===== config.mk =====
export PLATFORM = sky130hd
export DESIGN_NAME = coherence_ctrl_flat
export DESIGN_NICKNAME = d
export VERILOG_FILES = /design/src/rtl/coherence_ctrl_if.sv /design/src/rtl/coherence_ctrl.sv /design/src/flat_wrapper.sv
export SDC_FILE = /design/constraint.sdc
export NUM_CORES = 1
export LEC_CHECK = 0
export CORE_AREA = 2 2 142 144
export DETAILED_ROUTE_END_ITERATION = 6
export DIE_AREA = 0 0 144 146
export PLACE_DENSITY = 0.55
export SKIP_LAST_GASP = 1
export SLEW_MARGIN = 5
export SYNTH_ARGS = -nofsm -noshare
export SYNTH_HDL_FRONTEND = slang
export SYNTH_SLANG_ARGS = --single-unit

===== constraint.sdc =====
create_clock -name clk -period 2.3 [get_ports clk]
set_clock_uncertainty 0.05 [all_clocks]
set_input_delay 0.575 -clock clk [delete_from_list [all_inputs] [get_ports clk]]
set_output_delay 0.575 -clock clk [all_outputs]
set_load 0.05 [all_outputs]

===== src/rtl/coherence_ctrl_if.sv =====
// Dcache-side and RAM-side signals of the two-port coherence controller.
// The controller connects through the slave modport; caches/RAM models use master.
interface coherence_ctrl_if;
    logic [1:0]        dREN;
    logic [1:0]        dWEN;
    logic [1:0]        cctrans;
    logic [1:0]        ccwrite;
    logic [1:0][31:0]  daddr;
    logic [1:0][31:0]  dstore;
    logic [1:0]        dwait;
    logic [1:0]        ccwait;
    logic [1:0]        ccinv;
    logic [1:0][31:0]  dload;
    logic [1:0][31:0]  ccsnoopaddr;
    logic              ramREN;
    logic              ramWEN;
    logic [31:0]       ramaddr;
    logic [31:0]       ramstore;
    logic [31:0]       ramload;
    logic              ramwait;

    modport slave (
        input  dREN, dWEN, cctrans, ccwrite, daddr, dstore, ramload, ramwait,
        output dwait, ccwait, ccinv, dload, ccsnoopaddr, ramREN, ramWEN, ramaddr, ramstore
    );

    modport master (
        output dREN, dWEN, cctrans, ccwrite, daddr, dstore, ramload, ramwait,
        input  dwait, ccwait, ccinv, dload, ccsnoopaddr, ramREN, ramWEN, ramaddr, ramstore
    );
endinterface


===== src/rtl/coherence_ctrl.sv =====
// Two-dcache snooping coherence controller: arbitration, snoop, write-back, load, dirty forward (CC_FORWARD_EN).
// Latency: IDLE->ARB->SNOOP/WB1 then two RAM beats each; every RAM beat stalls while ramwait=1.
module coherence_ctrl #(
    parameter int CPUS = 2
) (
    input  logic            clk,
    input  logic            RST,
    coherence_ctrl_if.slave cc_bus
);

    typedef enum logic [3:0] {
        IDLE, ARB, SNOOP, WB1, WB2, LD1, LD2, FWD1, FWD2
    } state_t;

    state_t           r_state;
    state_t           w_next;
    logic             r_req;
    logic             r_rr;
    logic             w_snp;
    logic             w_grant;
    logic [CPUS-1:0]  w_reqs;

    logic [1:0]       w_dwait;
    logic [1:0]       w_ccwait;
    logic [1:0]       w_ccinv;
    logic [1:0][31:0] w_dload;
    logic [1:0][31:0] w_snoopaddr;
    logic             w_ramren;
    logic             w_ramwen;
    logic [31:0]      w_ramaddr;
    logic [31:0]      w_ramstore;

    assign w_reqs = cc_bus.dREN | cc_bus.dWEN;
    assign w_snp  = ~r_req;

    // r_rr names the port that wins the next tie
    always_comb begin
        w_grant = w_reqs[1];
        if (&w_reqs) begin
            w_grant = r_rr;
        end
    end

    always_ff @(posedge clk) begin
        if (RST) begin
            r_state <= IDLE;
            r_rr    <= 1'b0;
            r_req   <= 1'b0;
        end else begin
            r_state <= w_next;
            if (r_state == ARB && |w_reqs) begin
                r_req <= w_grant;
                r_rr  <= ~w_grant;
            end
        end
    end

    always_comb begin
        w_next = r_state;
        case (r_state)
            IDLE: begin
                if (|w_reqs) w_next = ARB;
            end
            ARB: begin
                if (!(|w_reqs))
                    w_next = IDLE;
                else if (cc_bus.dWEN[w_grant] && !cc_bus.cctrans[w_grant])
                    w_next = WB1;
                else
                    w_next = SNOOP;
            end
            SNOOP: begin
                if (cc_bus.cctrans[w_snp])
                    w_next = cc_bus.ccwrite[w_snp] ? FWD1 : LD1;
            end
            WB1:  if (!cc_bus.ramwait) w_next = WB2;
            WB2:  if (!cc_bus.ramwait) w_next = IDLE;
            LD1:  if (!cc_bus.ramwait) w_next = LD2;
            LD2:  if (!cc_bus.ramwait) w_next = IDLE;
            FWD1: if (!cc_bus.ramwait) w_next = FWD2;
`ifdef CC_FORWARD_EN
            FWD2: if (!cc_bus.ramwait) w_next = IDLE;
`else
            // Without forwarding the requester re-reads the freshly written line
            FWD2: if (!cc_bus.ramwait) w_next = LD1;
`endif
            default: w_next = IDLE;
        endcase
    end

    always_comb begin
        w_dwait     = 2'b11;
        w_ccwait    = 2'b00;
        w_ccinv     = 2'b00;
        w_dload     = '0;
        w_snoopaddr = '0;
        w_ramren    = 1'b0;
        w_ramwen    = 1'b0;
        w_ramaddr   = 32'd0;
        w_ramstore  = 32'd0;
        if (!RST) begin
            case (r_state)
                SNOOP: begin
                    w_ccwait[w_snp]    = 1'b1;
                    w_snoopaddr[w_snp] = cc_bus.daddr[r_req];
                    w_ccinv[w_snp]     = cc_bus.ccwrite[r_req];
                end
                WB1, WB2: begin
                    w_ramwen       = 1'b1;
                    w_ramaddr      = cc_bus.daddr[r_req];
                    w_ramstore     = cc_bus.dstore[r_req];
                    w_dwait[r_req] = cc_bus.ramwait;
                end
                LD1, LD2: begin
                    w_ramren       = 1'b1;
                    w_ramaddr      = cc_bus.daddr[r_req];
                    w_dload[r_req] = cc_bus.ramload;
                    w_dwait[r_req] = cc_bus.ramwait;
                end
                FWD1, FWD2: begin
                    w_ramwen       = 1'b1;
                    w_ramaddr      = cc_bus.daddr[w_snp];
                    w_ramstore     = cc_bus.dstore[w_snp];
                    w_dwait[w_snp] = cc_bus.ramwait;
`ifdef CC_FORWARD_EN
                    w_dload[r_req] = cc_bus.dstore[w_snp];
                    w_dwait[r_req] = cc_bus.ramwait;
`endif
                end
                default: ;
            endcase
        end
    end

    assign cc_bus.dwait       = w_dwait;
    assign cc_bus.ccwait      = w_ccwait;
    assign cc_bus.ccinv       = w_ccinv;
    assign cc_bus.dload       = w_dload;
    assign cc_bus.ccsnoopaddr = w_snoopaddr;
    assign cc_bus.ramREN      = w_ramren;
    assign cc_bus.ramWEN      = w_ramwen;
    assign cc_bus.ramaddr     = w_ramaddr;
    assign cc_bus.ramstore    = w_ramstore;

endmodule


===== src/flat_wrapper.sv =====
// flat-port wrapper written by rule: the top's interface ports become plain ports
module coherence_ctrl_flat 
#(
    parameter int CPUS = 2
)
  (clk, RST, cc_bus_dREN, cc_bus_dWEN, cc_bus_cctrans, cc_bus_ccwrite, cc_bus_daddr, cc_bus_dstore, cc_bus_ramload, cc_bus_ramwait, cc_bus_dwait, cc_bus_ccwait, cc_bus_ccinv, cc_bus_dload, cc_bus_ccsnoopaddr, cc_bus_ramREN, cc_bus_ramWEN, cc_bus_ramaddr, cc_bus_ramstore);
  coherence_ctrl_if cc_bus_i ();
  input  logic clk;
  input  logic RST;
  input wire logic [$bits(cc_bus_i.dREN)-1:0] cc_bus_dREN;
  input wire logic [$bits(cc_bus_i.dWEN)-1:0] cc_bus_dWEN;
  input wire logic [$bits(cc_bus_i.cctrans)-1:0] cc_bus_cctrans;
  input wire logic [$bits(cc_bus_i.ccwrite)-1:0] cc_bus_ccwrite;
  input wire logic [$bits(cc_bus_i.daddr)-1:0] cc_bus_daddr;
  input wire logic [$bits(cc_bus_i.dstore)-1:0] cc_bus_dstore;
  input wire logic [$bits(cc_bus_i.ramload)-1:0] cc_bus_ramload;
  input wire logic [$bits(cc_bus_i.ramwait)-1:0] cc_bus_ramwait;
  output wire logic [$bits(cc_bus_i.dwait)-1:0] cc_bus_dwait;
  output wire logic [$bits(cc_bus_i.ccwait)-1:0] cc_bus_ccwait;
  output wire logic [$bits(cc_bus_i.ccinv)-1:0] cc_bus_ccinv;
  output wire logic [$bits(cc_bus_i.dload)-1:0] cc_bus_dload;
  output wire logic [$bits(cc_bus_i.ccsnoopaddr)-1:0] cc_bus_ccsnoopaddr;
  output wire logic [$bits(cc_bus_i.ramREN)-1:0] cc_bus_ramREN;
  output wire logic [$bits(cc_bus_i.ramWEN)-1:0] cc_bus_ramWEN;
  output wire logic [$bits(cc_bus_i.ramaddr)-1:0] cc_bus_ramaddr;
  output wire logic [$bits(cc_bus_i.ramstore)-1:0] cc_bus_ramstore;
  assign cc_bus_i.dREN = cc_bus_dREN;
  assign cc_bus_i.dWEN = cc_bus_dWEN;
  assign cc_bus_i.cctrans = cc_bus_cctrans;
  assign cc_bus_i.ccwrite = cc_bus_ccwrite;
  assign cc_bus_i.daddr = cc_bus_daddr;
  assign cc_bus_i.dstore = cc_bus_dstore;
  assign cc_bus_i.ramload = cc_bus_ramload;
  assign cc_bus_i.ramwait = cc_bus_ramwait;
  assign cc_bus_dwait = cc_bus_i.dwait;
  assign cc_bus_ccwait = cc_bus_i.ccwait;
  assign cc_bus_ccinv = cc_bus_i.ccinv;
  assign cc_bus_dload = cc_bus_i.dload;
  assign cc_bus_ccsnoopaddr = cc_bus_i.ccsnoopaddr;
  assign cc_bus_ramREN = cc_bus_i.ramREN;
  assign cc_bus_ramWEN = cc_bus_i.ramWEN;
  assign cc_bus_ramaddr = cc_bus_i.ramaddr;
  assign cc_bus_ramstore = cc_bus_i.ramstore;
  coherence_ctrl #(.CPUS(CPUS)) u_core (.clk(clk), .RST(RST), .cc_bus(cc_bus_i));
endmodule

---- After elaboration in Yosys (flattened, before gate mapping) ----
Cells that the tools add are included.
cells by class
  reduce and logical (&&, ||, !) cells .... 15
  bitwise gates (word level) .............. 10
  equal/unequal tests ..................... 15
  mux-type cells .......................... 56
  order comparisons ....................... 5
operators with widths
  kind                count
  $mux 32             12
  $mux 64             4
  $and 64x64->64      2
  $pmux 32 s2         2
  $demux 32 s1        2
  $mux 4              8
  $pmux 4 s8          1
  $mux 1              18
  $eq 4x3->1 const B  4
  $mux 2              6
  $ne 2x2->1 const B  5
  $reduce_or 2->1     5
  $eq 4x2->1 const B  2
  $reduce_or 4->1     2
  $reduce_and 7->1    1
  $lt 1x2->1 const B  3
  $or 2x2->2          3
  $eq 4x1->1 const B  1
  $eq 4x4->1 const B  1
  $logic_and 1x1->1   4
  $logic_not 4->1     1
  $ne 2x1->1 const B  2
  $not 2->2           2
  $pmux 2 s2          1
  other kinds (6)     9
word-level totals
  input port bits ......................... 171
  register bits ........................... 6
  output and inout port bits .............. 200

---- Depth between registers and ports, before layout ----
Gate-level depths: netlist (run 1).
  depth in word-level cells ............... 10
  depth in mapped cells ................... 8
  depth with buffers taken out ............ 5

---- Least setup slack after synthesis (run 1) ----
No wires, ideal clock.
  kind .................................... input to output
  start ................................... input port RST
  end ..................................... output port cc_bus_dload[54]
  cell stages on the path ................. 4
  slack ................................... -302 ps
  arrival time ............................ 1977 ps
  required time ........................... 1675 ps
  buffers on the path ..................... 1
  path through ............................ nor2_4 -> and3_1 -> clkbuf_1 -> and3_1
between the ends
  word-level cells in the longest chain between the ends .. 1
RTL lines
  item         line                   source
  from (decl)  flat_wrapper.sv:9      input logic RST;
  $mux 64      coherence_ctrl.sv:101  if (!RST) begin
  to (decl)    flat_wrapper.sv:21     output wire logic [$bits(cc_bus_i.dload)-1:0] cc_bus_dload;
No other way between the ends.

---- Worst setup path after layout (run 1) ----
  start ................................... register u_core.r_state[2]
  end ..................................... output port cc_bus_ramaddr[15]
between the ends
  word-level cells in the longest chain between the ends .. 4
  elaborated cells between the ends (all ways) .. 10
RTL lines
  item                                                          line                   source
  from (decl)                                                   coherence_ctrl.sv:15   state_t r_state;
  from (signal assigned)                                        coherence_ctrl.sv:50   r_state <= w_next;
  $eq 4x3->1, or another cell as far along                      coherence_ctrl.sv:102  case (r_state)
  $reduce_or 4->1 (no line) or $reduce_or 2->1 (tied branches)  n/a
  $pmux 32 s2 (*)                                               coherence_ctrl.sv:102
  $mux 32 (*)                                                   coherence_ctrl.sv:101
  to (decl)                                                     flat_wrapper.sv:25     output wire logic [$bits(cc_bus_i.ramaddr)-1:0] cc_bus_ramaddr;
Mark *: on every way between the ends. The rest lies on a longest branch, timed or not.

==> out/qor.yml, run 1 <==
status:
  status: "finished with violations"
  violations: "negative setup slack"
synth:
  synthTopCellsByArea: "a22o_1 (25%), and2_1 (18%), and3_1 (18%)"
  syn_inst: 321
  ys_ff_latch: 6
  syn_avg_cell_area_um2: 7.207
  yosysWarnings: 0
  synth_top_area_cell: "a22o_1"
  synth_nets: 492
  async_flop_share_pct: 0
  ys_seq_area_share_pct: 5.192
  synth_flop_cell: "dfxtp_1"
  synth-edff-count: 0
  ys_types: 44
  synth_top_area_share_pct: 24.61
  syn_area_um2: 2313
cells_and_area:
  layout-drive-gt1-share_pct: 68.59
  syn_to_final_growth_pct: 307.1
  nNetsFinal: 902
  final_cell_mix: "clkdlybuf4s50_1 (169), buf_12 (150), and3_4 (65), buf_4 (65), and2_2 (47)"
  final_common_cell: "clkdlybuf4s50_1"
critical_path:
  cp-end-kind: "output pin"
  startpoint_type: "flop"
  crit_path_frequent_cell: "buf_4"
  crit_type: "flop to output pin"
  cp_slowest_cell: "dfxtp_4"
  crit_arrival_ps: 2060
  worstPathRequired_ps: 1670
  critPathMaxFanout: 16
  cp_cell_sequence: "xnor2_2 -> buf_4 -> a22o_1 -> a32o_2 -> buf_4 -> buf_12 -> a22o_2 -> buf_6"
  slowest_delay_ps: 360
clocking:
  numCtsBuffers: 3
  cts_tree: "done"
  clk_pin_slew_worst_paths_ps: 40
  cts_hold_buf: 0
  htree_levels: 1
  clk_path_buf_depth: 2
  cts-root-buf: "clkbuf_16"
  insertion_delay_ps: 230
  cts.sinks: 6
grt:
  grt_use_total_pct: 18.17
  grt_max_degree: 33
  grt_pass1_wl_um: 29890
  grt_pass1_vias: 4698
  antenna_found_initial: 1
  overflow: 0
timing:
  worst_pin_slew_ps: 435.4
  hold_viol: 0
  max_freq_mhz: 372.4
  rsz0062_at_grt: "yes"
  setup_viol_count_final: 194
  slew_headroom_pct: 70.84
  final-max-slew-violation-count: 0
  tns_ps: -37260
  fin_crit_ps: 2685
  period_share_pct: 116.7
  holdWs_ps: 554.8
  fin_ws_ps: -385.0
placement:
  gp_congestion: 0.9113
  post-place-ws_ps: -481.8
  dp.final_hpwl_um: 14690
  port_buffers: 370
hold_path:
  worstHoldPathType: "flop to flop"
detailed_routing:
  wl_um: 20350
  vias_per_cell: 4.359
  firstDrtPassIters: 4
  wl_per_cell_um: 20.45
  drc: 0
  antenna_left: 0
  num_vias: 4337
  first_iter_violations: 129
floorplan:
  fp.dieW_um: 144
  core_um2: 19330
  pin_count: 371
  floorplan.rows: 51
  initial_core_util_pct: 11.97
  die-area_um2: 21020
  die_h_um: 146
pwr:
  pwr_density_cell_nw_per_um2: 420.7
  p_leak_nw: 3.919
  power.total_mw: 3.962
  ir_worst_vdd_mv: 0.2756
job:
  max_cap_violations: 0
[cells by family (layout without fill, tap and decap cells)]
kind of cell	count (synthesis)	after routing	synth area share [%]
simple gates	171	171	47.49
compound gates	91	91	32.78
buf+inv	47	455	12.06
flops	6	6	5.192
xor+xnor	4	4	1.515
mux	2	2	0.9734
other cells	0	1	0
[worst paths after layout]
check | from | endpoint | slack (ps) | cells after the start
setup / recovery | u_core.r_state[2] | cc_bus_ramaddr[15] | -380 | 8
hold / removal | u_core.r_rr | u_core.r_rr | 550 | 3
setup reg to reg | u_core.r_state[1] | u_core.r_state[0] | 320 | 8
hold reg to reg | u_core.r_rr | u_core.r_rr | 550 | 3
[worst max-delay path: cells and delay by family, from the launching register on]
kind / cells / cell delay (ps)
flops: 1 / 360
buf+inv: 4 / 580
compound gates: 3 / 720
xor+xnor: 1 / 150
[power breakdown]
part / leakage (nW) / total (mW) / internal [mW] / switching, mW
clock: 0.0370 / 0.289 / 0.224 / 0.0651
sequential: 0.0516 / 0.186 / 0.148 / 0.0377
combinational: 3.83 / 3.49 / 1.66 / 1.82
[synthesized netlist by cell type (all sizes together) (3+ instances only)]
library cell   n
o21ai          6
nor2          11
buf           21
xnor2          3
a21oi          6
inv            7
and2          68
and3          66
dfxtp          6
nor2b          3
clkbuf        19
a22o          65
nand2          9
[layout make-up]
type,count,area (µm²)
antenna,1,2.502
clock buffer,3,75.07
fill,1707,9917
inverter,7,26.28
multi-input combinational,268,2738
sequential,6,132.6
tap,265,331.6
timing repair buffer,445,6112
[through the flow]
| stage | instances | utilization, % | instance area (µm²) |
|---|---|---|---|
| 5_1_grt | 995 | 48.71 | 9418 |
| 3_5_place_dp | 953 | 42.11 | 8143 |
| 2_1_floorplan | 321 | - | 2770 |
| 4_1_cts | 987 | 47.73 | 9228 |
| 6_report | 995 | 48.71 | 9418 |
| 3_3_place_gp | 953 | 42.11 | 8143 |
[registers in the layout (all words and copies together), names as in the netlist]
signal	cells
u_core.r_state	4
u_core.r_req	1
u_core.r_rr	1
[what timing repair did]
item                                    CTS  global route
hold endpoints to repair                  0             0
endpoints found under the setup margin  199           199
pin swaps                                12            11
buffers inserted                         18             8
cloned                                   13             3
gates resized for setup                 140            42
[routing by layer]
layer / GRT usage (%) / routed length, µm / vias up
met5: 0 / 0 / -
li1: - / - / 2034
met1: 21.45 / 7688 / 2092
met2: 33.71 / 10900 / 184
met3: 3.422 / 1377 / 27
met4: 3.775 / 380 / 0
No activity file was read; power rests on OpenSTA's default activity.
==> run 2: changes to the inputs <==
--- a/config.mk
+++ b/config.mk
@@ -5,10 +5,11 @@
 export SDC_FILE = /design/constraint.sdc
 export NUM_CORES = 1
 export LEC_CHECK = 0
-export CORE_AREA = 2 2 142 144
+export CORE_AREA = 2 2 146 148
 export DETAILED_ROUTE_END_ITERATION = 6
-export DIE_AREA = 0 0 144 146
-export PLACE_DENSITY = 0.55
+export DIE_AREA = 0 0 148 150
+export DONT_BUFFER_PORTS = 1
+export PLACE_DENSITY = 0.3
 export SKIP_LAST_GASP = 1
 export SLEW_MARGIN = 5
 export SYNTH_ARGS = -nofsm -noshare
==> run 2 against run 1 <==
Highest routed layer unchanged. Hold slack lost 190 ps. The run still ends with negative setup slack left. Fmax grew 3.1%. Non-clock buffer count shrank 303.
==> out/qor.yml, run 2 (same netlist as run 1, synthesis figures left out) <==
timing:
  fin_ws_ps: -303.9  # +81.10 ps
  max_freq_mhz: 384.0  # +3.1%
  fin_crit_ps: 2604  # -81.10 ps
  period_share_pct: 113.2  # -3.5 points
  worst_pin_slew_ps: 437.5  # +2.072 ps
  final-max-slew-violation-count: 0  # unchanged
  hold_viol: 0  # unchanged
  setup_viol_count_final: 171  # -12%
  rsz0062_at_grt: "yes"
  slew_headroom_pct: 70.71  # -0.14 points
floorplan:
  core_um2: 20690  # +7.0%
  initial_core_util_pct: 11.18  # -0.78 points
  fp.dieW_um: 148  # +2.8%
  pin_count: 371  # unchanged
  die_h_um: 150  # +2.7%
  floorplan.rows: 53  # +3.9%
  die-area_um2: 22200  # +5.6%
grt:
  grt_pass1_wl_um: 18860  # -37%
  grt_pass1_vias: 3064  # -35%
  overflow: 0  # unchanged
  grt_max_degree: 35  # +6.1%
  grt_use_total_pct: 10.92  # -7.3 points
  antenna_found_initial: 0  # -1
cells_and_area:
  biggestRegsByFlops: "u_core.r_state x4, u_core.r_req x1, u_core.r_rr x1"
  regMostFlops: "u_core.r_state"
  final_common_cell: "buf_12"
  syn_to_final_growth_pct: 163.3
  layout-drive-gt1-share_pct: 88.03  # +19 points
  fillers: 2114  # +24%
  nNetsFinal: 599  # -34%
  n_antenna_cell: 0  # -1
  multiInputGateArea_um2: 3060  # +12%
  final_cell_mix: "buf_12 (79), and2_4 (67), a22o_4 (63)"
  final_util_pct: 29.44  # -19 points
  largest_reg_flops: 4  # unchanged
  register_area_um2: 132.6  # unchanged
critical_path:
  r2r.worst_path.cells: 10  # +2
  rrSetupSlack_ps: 230  # -90 ps
  worst_r2r_endpoint: "u_core.r_state[0]"
  startpoint_type: "flop"
  crit_arrival_ps: 1980  # -80 ps
  cp-end-kind: "output pin"
  timing.rr.start: "u_core.r_state[2]"
  worstPathRequired_ps: 1670  # about the same
  crit_type: "flop to output pin"
  critPathMaxFanout: 8  # -8
detailed_routing:
  first_iter_violations: 122  # -5.4%
  vias_per_cell: 4.593  # +5.4%
  wl_um: 15610  # -23%
  num_vias: 3220  # -26%
  drc: 0  # unchanged
  firstDrtPassIters: 4  # unchanged
  wl_per_cell_um: 22.27  # +8.9%
  antenna_left: 0  # unchanged
job:
  max_cap_violations: 0  # unchanged
pwr:
  ir_worst_vdd_mv: 0.2449  # -11%
  p_leak_nw: 2.567  # -35%
  swShare_pct: 54.61  # +6.0 points
  power_switching_mw: 1.732  # -10%
  p_int_mw: 1.439  # -29%
  clockPowerShare_pct: 8.9  # +1.6 points
  power_frac_comb_pct: 84.5  # -3.5 points
  seq_power_share_pct: 6.6  # +1.9 points
  pwr_density_cell_nw_per_um2: 520.5  # +24%
  power.total_mw: 3.171  # -20%
hold_path:
  worstHoldPathType: "input pin to flop"
  holdPathEnd: "u_core.r_req"
  hold_path_depth: 1  # -2
  min-delay-start: "RST"
status:
  status: "finished with violations"
  violations: "negative setup slack"
placement:
  dp.final_hpwl_um: 10470  # -29%
  port_buffers: 0  # -100%
  gp_congestion: 0.7721  # -15%
clocking:
  htree_levels: 1  # unchanged
  cts-root-buf: "clkbuf_16"
  clk_path_buf_depth: 2  # unchanged
  cts_tree: "done"
  cts.sinks: 6  # unchanged
  numCtsBuffers: 3  # unchanged
  insertion_delay_ps: 230  # about the same
  clk_pin_slew_worst_paths_ps: 40  # about the same
==> run 2: cell type report <==
| type | instances | area share, % |
|---|---|---|
| multi-input combinational | 268 | 50.24 |
| clock buffer | 3 | 1.232 |
| tap | 275 | 5.648 |
| sequential | 6 | 2.177 |
| inverter | 7 | 0.4313 |
| timing repair buffer | 142 | 40.28 |
==> run 2: power by group through the flow <==
stage,combinational [mW],sequential (mW),clock (mW)
final,2.68,0.209,0.282
after global routing,2.79,0.216,0.296
after CTS,2.44,0.201,0.287
after detailed placement,2.11,0.183,0
after global placement,2.12,0.181,0
after floorplan,1.74,0.160,0
==> run 2: worst max-delay path by stage <==
stage | to | startpoint | cells after the start | slack, ps
after global routing | cc_bus_ramstore[31] | u_core.r_state[2] | 10 | -370
after global placement | cc_bus_ramaddr[0] | u_core.r_state[0] | 7 | -60
after detailed placement | cc_bus_ramaddr[31] | u_core.r_state[0] | 7 | -110
final | cc_bus_ramaddr[31] | u_core.r_state[2] | 7 | -300
after floorplan | cc_bus_dload[54] | RST | 4 | -3
after CTS | cc_bus_ramstore[31] | u_core.r_state[2] | 9 | -270
==> run 2: stage by stage <==
step	setup WS [ps]	TNS (ps)	area, µm²	hold WS [ps]	std cells
final	-303.9	-29050	6092	363.9	701
after global routing	-372.1	-40990	6092	362.6	701
after CTS	-273.5	-35630	5335	366.9	675
after detailed placement	-114.4	-4024	4481	525.5	651
after global placement	-62.15	-1746	4481	527.2	651
after floorplan	-3.180	-3.180	2770	490.2	321
==> run 2: repair_timing <==
action | in CTS | in global routing
resized for setup | 91 | 144
hold buffers | 0 | 0
setup buffers | 13 | 15
gates cloned | 8 | 16
pin swaps | 80 | 90
endpoints found under the setup margin | 199 | 200
==> run 2: layer usage <==
metal,global-route usage [%],part of all wire [%],vias up
li1,-,-,1421
met1,13.87,38,1571
met2,19.58,53,224
met3,2.165,8.4,4
met4,1.381,0.40,0
met5,0,0,-
==> run 2: worst max-delay path, stage by stage (launching register included) <==
cell and delay, ps:
dfxtp_4 360, buf_6 120, nor4b_4 300, buf_4 180, a32o_2 280, buf_12 170
a22o_1 180, buf_12 140
